File: config.mk
export PLATFORM = sky130hd
export DESIGN_NAME = mem_responder
export DESIGN_NICKNAME = d
export VERILOG_FILES = /design/src/rtl/mem_responder_pkg.sv /design/src/rtl/mem_resp_byte_ram.sv /design/src/rtl/mem_responder.sv
export SDC_FILE = /design/constraint.sdc
export NUM_CORES = 2
export LEC_CHECK = 0
export BUFFER_PORTS_ARGS = -buffer_cell sky130_fd_sc_hd__buf_4
export CAP_MARGIN = 20
export CORE_MARGIN = 2
export CORE_UTILIZATION = 60
export CTS_CLUSTER_DIAMETER = 60
export DETAILED_ROUTE_END_ITERATION = 10
export PLACE_DENSITY = 0.76
export SYNTH_ARGS = -nofsm -noshare
export SYNTH_HDL_FRONTEND = slang
export SYNTH_SLANG_ARGS = --single-unit
File: constraint.sdc
create_clock -name clock -period 7.1 [get_ports clock]
set_input_delay 1.42 -clock clock [delete_from_list [all_inputs] [get_ports clock]]
set_output_delay 1.42 -clock clock [all_outputs]
set_load 0.05 [all_outputs]
File: src/rtl/mem_responder_pkg.sv
// Shared types and helpers for the wait-stated memory responder.
// Optional alignment trap: define MEM_RESPONDER_ALIGN_CHECK_EN.
package mem_responder_pkg;

  localparam int WORD_W = 32;
  localparam int CNT_W  = 4;

  typedef enum logic [1:0] {
    IDLE = 2'd0,
    WAIT = 2'd1,
    RESP = 2'd2,
    ERR  = 2'd3
  } state_t;

  // True when a full word starting at a fits below depth (no wrap).
  function automatic logic addr_in_range(
    input logic [31:0] a,
    input int unsigned depth
  );
    return a <= 32'(depth - 4);
  endfunction

endpackage

File: src/rtl/mem_resp_byte_ram.sv
// Four byte lanes with one synchronous read/write port.
// Any byte address is legal; lane k always holds bytes with addr%4 == k.
module mem_resp_byte_ram
  import mem_responder_pkg::*;
#(
  parameter int    DEPTH_BYTES = 256,
  parameter string INIT_FILE   = "",
  parameter int    AW          = $clog2(DEPTH_BYTES)
) (
  input  logic              clock,
  input  logic              en,
  input  logic              we,
  input  logic [AW-1:0]     addr,
  input  logic [WORD_W-1:0] wdata,
  output logic [WORD_W-1:0] rdata
);

  logic [7:0]    mem   [DEPTH_BYTES];
  logic [7:0]    rlane [4];
  logic [7:0]    wlane [4];
  logic [1:0]    off   [4];
  logic [AW-1:0] ba    [4];
  logic [1:0]    rot_q;

  always_comb begin
    for (int k = 0; k < 4; k++) begin
      off[k]   = 2'(k) - addr[1:0];
      ba[k]    = addr + AW'(off[k]);
      wlane[k] = wdata[8*off[k] +: 8];
    end
  end

  always_ff @(posedge clock) begin
    if (en) begin
      rot_q <= addr[1:0];
      for (int k = 0; k < 4; k++) begin
        if (we) mem[ba[k]] <= wlane[k];
        rlane[k] <= mem[ba[k]];
      end
    end
  end

  always_comb begin
    for (int i = 0; i < 4; i++) begin
      rdata[8*i +: 8] = rlane[2'(rot_q + 2'(i))];
    end
  end

endmodule

File: src/rtl/mem_responder.sv
// Memory-side responder: wait states, one-cycle Ready, range/align trap.
// Optional alignment trap: define MEM_RESPONDER_ALIGN_CHECK_EN.
module mem_responder
  import mem_responder_pkg::*;
#(
  parameter int    DEPTH_BYTES = 256,
  parameter int    WAIT_STATES = 1,
  parameter string INIT_FILE   = ""
) (
  input  logic              clock,
  input  logic              reset,
  input  logic              Req,
  input  logic              Wr,
  input  logic [31:0]       Address,
  input  logic [WORD_W-1:0] DataIn,
  output logic [WORD_W-1:0] DataOut,
  output logic              Ready,
  output logic              AddrErr,
  output logic              Busy
);

  localparam int AW = $clog2(DEPTH_BYTES);

  state_t            state;
  logic [CNT_W-1:0]  cnt;
  logic              wr_q;
  logic [AW-1:0]     addr_q;
  logic [WORD_W-1:0] din_q;
  logic [WORD_W-1:0] hold_q;

  logic              req_err;
  logic              go_now;
  logic              go_late;
  logic              ram_en;
  logic              ram_we;
  logic [AW-1:0]     ram_addr;
  logic [WORD_W-1:0] ram_wdata;
  logic [WORD_W-1:0] ram_rdata;
  logic [WORD_W-1:0] resp_word;

  always_comb begin
    req_err = !addr_in_range(Address, DEPTH_BYTES);
`ifdef MEM_RESPONDER_ALIGN_CHECK_EN
    if (Address[1:0] != 2'b00) req_err = 1'b1;
`endif
  end

  // The single RAM access happens on the edge that enters RESP.
  assign go_now  = (state == IDLE) && Req && !req_err
                 && (WAIT_STATES == 0);
  assign go_late = (state == WAIT) && (cnt == '0);
  assign ram_en  = reset && (go_now || go_late);

  always_comb begin
    if (state == IDLE) begin
      ram_we    = Wr;
      ram_addr  = Address[AW-1:0];
      ram_wdata = DataIn;
    end else begin
      ram_we    = wr_q;
      ram_addr  = addr_q;
      ram_wdata = din_q;
    end
  end

  mem_resp_byte_ram #(
    .DEPTH_BYTES (DEPTH_BYTES),
    .INIT_FILE   (INIT_FILE),
    .AW          (AW)
  ) u_ram (
    .clock (clock),
    .en    (ram_en),
    .we    (ram_we),
    .addr  (ram_addr),
    .wdata (ram_wdata),
    .rdata (ram_rdata)
  );

  // Writes echo the written word rather than the pre-write RAM read.
  assign resp_word = wr_q ? din_q : ram_rdata;
  assign DataOut   = (state == RESP) ? resp_word : hold_q;

  always_ff @(posedge clock or negedge reset) begin
    if (!reset) begin
      state   <= IDLE;
      cnt     <= '0;
      wr_q    <= 1'b0;
      addr_q  <= '0;
      din_q   <= '0;
      hold_q  <= '0;
      Ready   <= 1'b0;
      AddrErr <= 1'b0;
      Busy    <= 1'b0;
    end else begin
      Ready   <= 1'b0;
      AddrErr <= 1'b0;
      unique case (state)
        IDLE: begin
          if (Req) begin
            wr_q   <= Wr;
            addr_q <= Address[AW-1:0];
            din_q  <= DataIn;
            Busy   <= 1'b1;
            if (req_err) begin
              state   <= ERR;
              Ready   <= 1'b1;
              AddrErr <= 1'b1;
            end else if (WAIT_STATES > 0) begin
              state <= WAIT;
              cnt   <= CNT_W'(WAIT_STATES - 1);
            end else begin
              state <= RESP;
              Ready <= 1'b1;
            end
          end
        end
        WAIT: begin
          if (cnt == '0) begin
            state <= RESP;
            Ready <= 1'b1;
          end else begin
            cnt <= cnt - 1'b1;
          end
        end
        RESP: begin
          hold_q <= resp_word;
          state  <= IDLE;
          Busy   <= 1'b0;
        end
        ERR: begin
          state <= IDLE;
          Busy  <= 1'b0;
        end
        default: state <= IDLE;
      endcase
    end
  end

endmodule

== After elaboration in Yosys (flattened, before gate mapping) ==
Memories as Yosys holds them, arrays and structs flattened. A register that Yosys moved wholly into a read port is not among the register bits.
Index checks and enable logic that the tools add are counted.
Word-level totals
  flip-flop bits (word level): 84
  bits in writable memories: 2080
  bits of input ports: 68
  output and inout port bits: 35
  word-level logic and storage cells: 73
  memories kept: 2
Operators by class
  add/subtract/negate cells: 12
  $lt $le $gt $ge: 1
  eq/ne operators: 7
  shift-type cells: 4
  mux-type cells: 26
  reduce and logical (&&, ||, !) cells: 11
Memory list
  u_ram.mem: words 256, width 8, read ports 4, clocked after memory_dff 0, wr ports 4, line mem_resp_byte_ram.sv:18  | logic [7:0] mem [DEPTH_BYTES];
  u_ram.rlane: words 4, width 8, read ports 4, clocked after memory_dff 1, wr ports 4, line mem_resp_byte_ram.sv:19  | logic [7:0] rlane [4];
Operators with widths (number)
  $shiftx A32 B6 Y8: 4
  $mux W32: 3
  $add A8 B2 Y8: 4
  $le A32 B8 Y1 const B: 1
  $mux W4: 3
  $mux W1: 11
  $mux W2: 4
  $mux W8: 1
  $pmux W4 S2: 1
  $ne A2 B2 Y1 const B: 3
  $pmux W2 S3: 1
  $reduce_and A2 Y1: 3
  $add A2 B2 Y2 const B: 2
  $eq A2 B2 Y1 const B: 2
  $logic_not A4 Y1: 1
  $pmux W1 S2: 2
  $reduce_and A4 Y1: 1
  $reduce_bool A2 Y1: 2
  $sub A1 B2 Y2 const A: 2
  $sub A2 B2 Y2 const A: 2
  $sub A4 B1 Y4 const B: 1
  $add A2 B1 Y2 const B: 1
  $eq A2 B1 Y1 const B: 1
  $logic_and A1 B1 Y1: 2
  other kinds (3): 3

== Longest topological paths before layout ==
  depth in word-level cells: 5
  gate-level depth with buffers: 19
  mapped depth without buffers: 13

== Modules after synthesis ==
Synthesis repeated with hierarchy kept, for this count alone.
Second synthesis, totals
  cells, all modules: 11517
  area total of the unflattened synthesis: 119580.9 um2
Modules (own cells, without submodules)
  mem_resp_byte_ram: times used 1, cells an instance 11100, area an instance 115533.3 um2, sequential area each 62560.0 um2
  mem_responder: times used 1, cells an instance 417, area an instance 4047.6 um2, sequential area each 2052.0 um2

== Worst setup path before layout ==
No wires, ideal clock.
  path type: input to register
  start point: input port Address[2]
  end point: memory u_ram.mem[166][0] (enable)
  setup time: 383 ps
  arrival: 5502 ps
  required time: 6717 ps
  slack: 1215 ps
  cell stages on the path: 15
  path buffers: 9
  cells stage by stage: nor3_1 or2_2 clkbuf_1 clkinv_1 clkbuf_1 buf_1 clkbuf_1 ha_1 clkbuf_1 buf_2 buf_2 clkbuf_1 nand3_2 clkbuf_1 nor3_1
RTL lines
  start: declaration: line mem_responder.sv:14  | input logic [31:0] Address,
  end: declaration: line mem_resp_byte_ram.sv:18

==> results by stage <==
Synth:
- The instance count of the mapped netlist is 8,573.
- The fraction of registers with async set or reset after synthesis is 0.03786.
- After synthesis the netlist holds a flip-flop and latch count of 2,166.
- By area the synthesized netlist is led by sky130_fd_sc_hd__edfxtp_1, sky130_fd_sc_hd__mux4_2, sky130_fd_sc_hd__a21oi_1.
- The Yosys step of the flow raised 0 warnings.
- A synthesized cell averages 12.05 um^2.
- The biggest area contributor in the post-synthesis netlist is sky130_fd_sc_hd__edfxtp_1.
- The number of synthesized flops with an enable pin is 2,082.
- Of the synthesized area, sequential elements account for 0.6254.
- Yosys mapped the design onto 85 distinct sky130hd cell types.
- Of the post-synthesis cell area, the dominant cell type holds 0.6052.
- In this run the cell area of the synthesized design comes to 0.1033 mm^2.
- The most used flip-flop cell after synthesis is sky130_fd_sc_hd__edfxtp_1.
- The net count after synthesis is 8,647.

CTS:
- The clock tree root buffer cell is sky130_fd_sc_hd__clkbuf_16.
- The source-to-sink clock delay at the later pin of the worst-skew pair is 0.88 ns.
- The quantity of gates resized following cts is 0.
- The H-tree was split into 4 levels.
- The number of setup buffers added after CTS is 0.
- Clock-pin slew was measured on the worst setup and hold paths at 0.06 ns.
- The worst-case clock buffer depth is 3.
- TritonCTS built the clock tree.
- The number of CTS-inserted buffers is 214.
- The cts-stage hold buffer count is 0.
- The sink count of the clock tree is 2,166.

Critical path:
- The source of the worst register-to-register timing path is state[1].
- The worst register-to-register path ends at u_ram.rlane[1][4].
- The worst setup path startpoint is state[1].
- For the worst setup path, the data arrival time is 6.35 ns.
- The kind of launch point of the worst setup path is a flop.
- The required time of the critical path is 7.77 ns.
- Across all register-to-register paths, the minimum setup slack is 1.43 ns.
- The category of the critical setup timing path is reg -> reg.
- The count of cells along the worst register-to-register path is 9.
- The biggest fanout along the worst timing path is 44.
- The critical path endpoint category is a flop.

Global route:
- The overall overflow remaining after global route is 0.
- The overall track demand over capacity in global routing is 0.3571.
- The first global-routing pass estimated 461.9 mm of wire.
- The initial antenna violation count came to 16.
- The via count of the first global-routing pass was 70,920.
- The maximum number of pins on one net before global-route repair is 99.

Detailed routing:
- The detail route stage leaves a number of antenna-violating nets equal to 0.
- In the routed layout, each cell is associated on average with a via count of 6.928.
- After the first detailed-routing iteration, the DRC count stood at 13,500.
- For this run, design rule violations remaining after detail routing come to 0.
- The count of vias placed by the detailed router is 75,640.
- For this block, the routed nets add up to 316.7 mm of wire.
- The routed wire length per instance is 29.01 um.
- The first detailed-routing pass took 7 iterations.

Placed design:
- The routability congestion estimate is 0.9512.
- The count of input and output buffers is 102.
- The wire-length estimate of the detail-placed layout is 190.7 mm.

Run:
- The count of max-cap constraint violations is 0.

Hold path:
- The worst hold path class is in -> async.

STA:
- The final period utilization is 0.7992.
- The final critical delay including setup and external delays is 5.674 ns.
- Setup repair after global routing left no endpoint under its margin.
- The number of pins exceeding their max-slew limit in the final report is 0.
- The sum of negative setup slack is 0 ns.
- The number of hold-slack violations in the final timing report is 0.
- Setup violations remaining at the end of the flow were counted as 0.
- The post-route clock skew is 0.03103 ns.
- The measured slew at the worst slew-check pin is 1.253 ns.
- The fmax is 176.2 MHz.
- In this run the tightest slew margin relative to its limit is 0.1645.

Floorplan:
- The initial core utilization is 0.6029.
- The die is 419.0 um tall.
- The floorplan has 152 rows.
- 103 I/O pins were placed.
- The overall die area is 0.1755 mm^2.
- The horizontal die dimension is 419.0 um.
- The floorplan step defined a core boundary enclosing 0.1714 mm^2.

Cells and area:
- The number of nets in the final layout is 8,490.
- The final-layout fill cell count is 11,840.
- Registers take 0.06461 mm^2.
- The total area of multi-input combinational cells is 0.03582 mm^2.
- The post-synthesis to final-layout area growth is 10.48%.
- Of the cells placed in the final design, the portion with a size suffix greater than 1 is 0.1563.

Run status:
- The run finished with clean final reports.
[synth_stat cells (7+ instances only)]
cell	count
sky130_fd_sc_hd__xnor2_1	21
sky130_fd_sc_hd__inv_1	91
sky130_fd_sc_hd__nand2b_1	7
sky130_fd_sc_hd__o22ai_1	7
sky130_fd_sc_hd__o21ai_1	17
sky130_fd_sc_hd__nor2_1	1627
sky130_fd_sc_hd__nor2_2	41
sky130_fd_sc_hd__buf_4	11
sky130_fd_sc_hd__a31oi_1	20
sky130_fd_sc_hd__a211o_1	7
sky130_fd_sc_hd__a32oi_1	19
sky130_fd_sc_hd__mux2_2	36
sky130_fd_sc_hd__a211oi_1	21
sky130_fd_sc_hd__mux4_2	388
sky130_fd_sc_hd__a22o_1	9
sky130_fd_sc_hd__nand3_1	184
sky130_fd_sc_hd__buf_2	153
sky130_fd_sc_hd__o211ai_1	9
sky130_fd_sc_hd__nor2b_1	12
sky130_fd_sc_hd__mux2i_1	332
sky130_fd_sc_hd__a22oi_1	102
sky130_fd_sc_hd__or3_1	7
sky130_fd_sc_hd__edfxtp_1	2082
sky130_fd_sc_hd__nand2_1	714
sky130_fd_sc_hd__clkbuf_1	538
sky130_fd_sc_hd__or4_1	9
sky130_fd_sc_hd__nor3_2	29
sky130_fd_sc_hd__nor3_1	35
sky130_fd_sc_hd__a222oi_1	16
sky130_fd_sc_hd__dfrtp_1	82
sky130_fd_sc_hd__nor4_1	10
sky130_fd_sc_hd__o21ai_0	91
sky130_fd_sc_hd__o21a_1	21
sky130_fd_sc_hd__a21oi_1	1514
sky130_fd_sc_hd__a21boi_1	9
sky130_fd_sc_hd__nand4_1	18
sky130_fd_sc_hd__and3_1	23
sky130_fd_sc_hd__buf_1	82
sky130_fd_sc_hd__a32o_1	16
sky130_fd_sc_hd__a221oi_1	54
sky130_fd_sc_hd__inv_2	9
[worst max path at each step]
stage	endpoint	slack (ns)
floorplan	u_ram.mem[166][0]	1.21
global placement	u_ram.rlane[1][2]	1.09
detailed placement	u_ram.rlane[1][2]	1.10
CTS	u_ram.rlane[1][2]	1.35
global route	u_ram.mem[82][6]	1.34
finish	u_ram.rlane[1][4]	1.43
[cell usage in the layout (no fill, tap or decap), drive strengths merged, types with 21 or more instances in the layout]
master and n:
a211oi 22, a21oi 1515, a221oi 54, a22oi 102, and3 23, buf 407
bufinv 21, clkbuf 280, clkinv 94, dfrtp 82, edfxtp 2082, inv 108
mux2 37, mux2i 335, mux4 388, nand2 715, nand3 185, nor2 1671
nor3 64, o21a 21, o21ai 109, xnor2 23
[metal layers]
layer  vias to the layer above  global-route usage  wire length [um]
li1                      31460                   -                 -
met1                     36410              0.4864            108200
met2                      6537              0.5340            141500
met3                      1215             0.08516             46330
met4                        18              0.1966             20560
met5                         -                   0               156
[worst max-delay path, stage by stage (launching register included)]
cell	delay (ns)
sky130_fd_sc_hd__dfrtp_1	0.88
sky130_fd_sc_hd__or2_2	0.25
sky130_fd_sc_hd__buf_4	0.49
sky130_fd_sc_hd__mux2i_4	0.73
sky130_fd_sc_hd__nand2_1	0.59
sky130_fd_sc_hd__o2bb2ai_4	0.94
sky130_fd_sc_hd__a221o_1	0.31
sky130_fd_sc_hd__a21oi_1	0.06
sky130_fd_sc_hd__o311ai_0	0.88
sky130_fd_sc_hd__a21o_1	0.31
[registers in the layout, indices dropped and copies added (netlist names), 2 cells and up, named ones only]
signal / cells
addr_q: 8
cnt: 4
din_q: 32
hold_q: 32
state: 2
u_ram.mem: 2048
u_ram.rlane: 32
u_ram.rot_q: 2
[logic make-up (layout without fill, tap and decap cells)]
logic type      count (synthesis)  count (layout)  synth area share
simple gates                 2744            2744            0.1086
flops                        2166            2166            0.6254
compound gates               1987            1987            0.1074
buf+inv                       887             917           0.03448
mux                           760             760            0.1213
xor+xnor                       23              23          0.002095
fa+ha+maj                       6               6         0.0007266
other cells                     0               5                 0
[layout make-up]
| class | count | share of cell area |
|---|---|---|
| antenna | 5 | 0.0001096 |
| clock buffer | 276 | 0.05088 |
| clock inverter | 127 | 0.01075 |
| inverter | 103 | 0.003760 |
| multi-input combinational | 5520 | 0.3138 |
| sequential | 2166 | 0.5661 |
| tap | 2310 | 0.02532 |
| timing repair buffer | 411 | 0.02925 |
[metrics by stage]
step	setup slack (ns)	cells	utilization	hold WS (ns)	cell area (um^2)
2_1_floorplan	1.215	8573	-	0.4417	103300
3_3_place_gp	1.094	10490	0.6238	0.4597	106900
3_5_place_dp	1.097	10500	0.6240	0.4795	106900
4_1_cts	1.347	10900	0.6651	0.3773	114000
5_1_grt	1.338	10920	0.6661	0.4127	114100
6_report	1.426	10920	0.6661	0.4076	114100
Power is not shown: default switching activity piles up to over one toggle a cycle in this logic, so the estimate is an artifact.
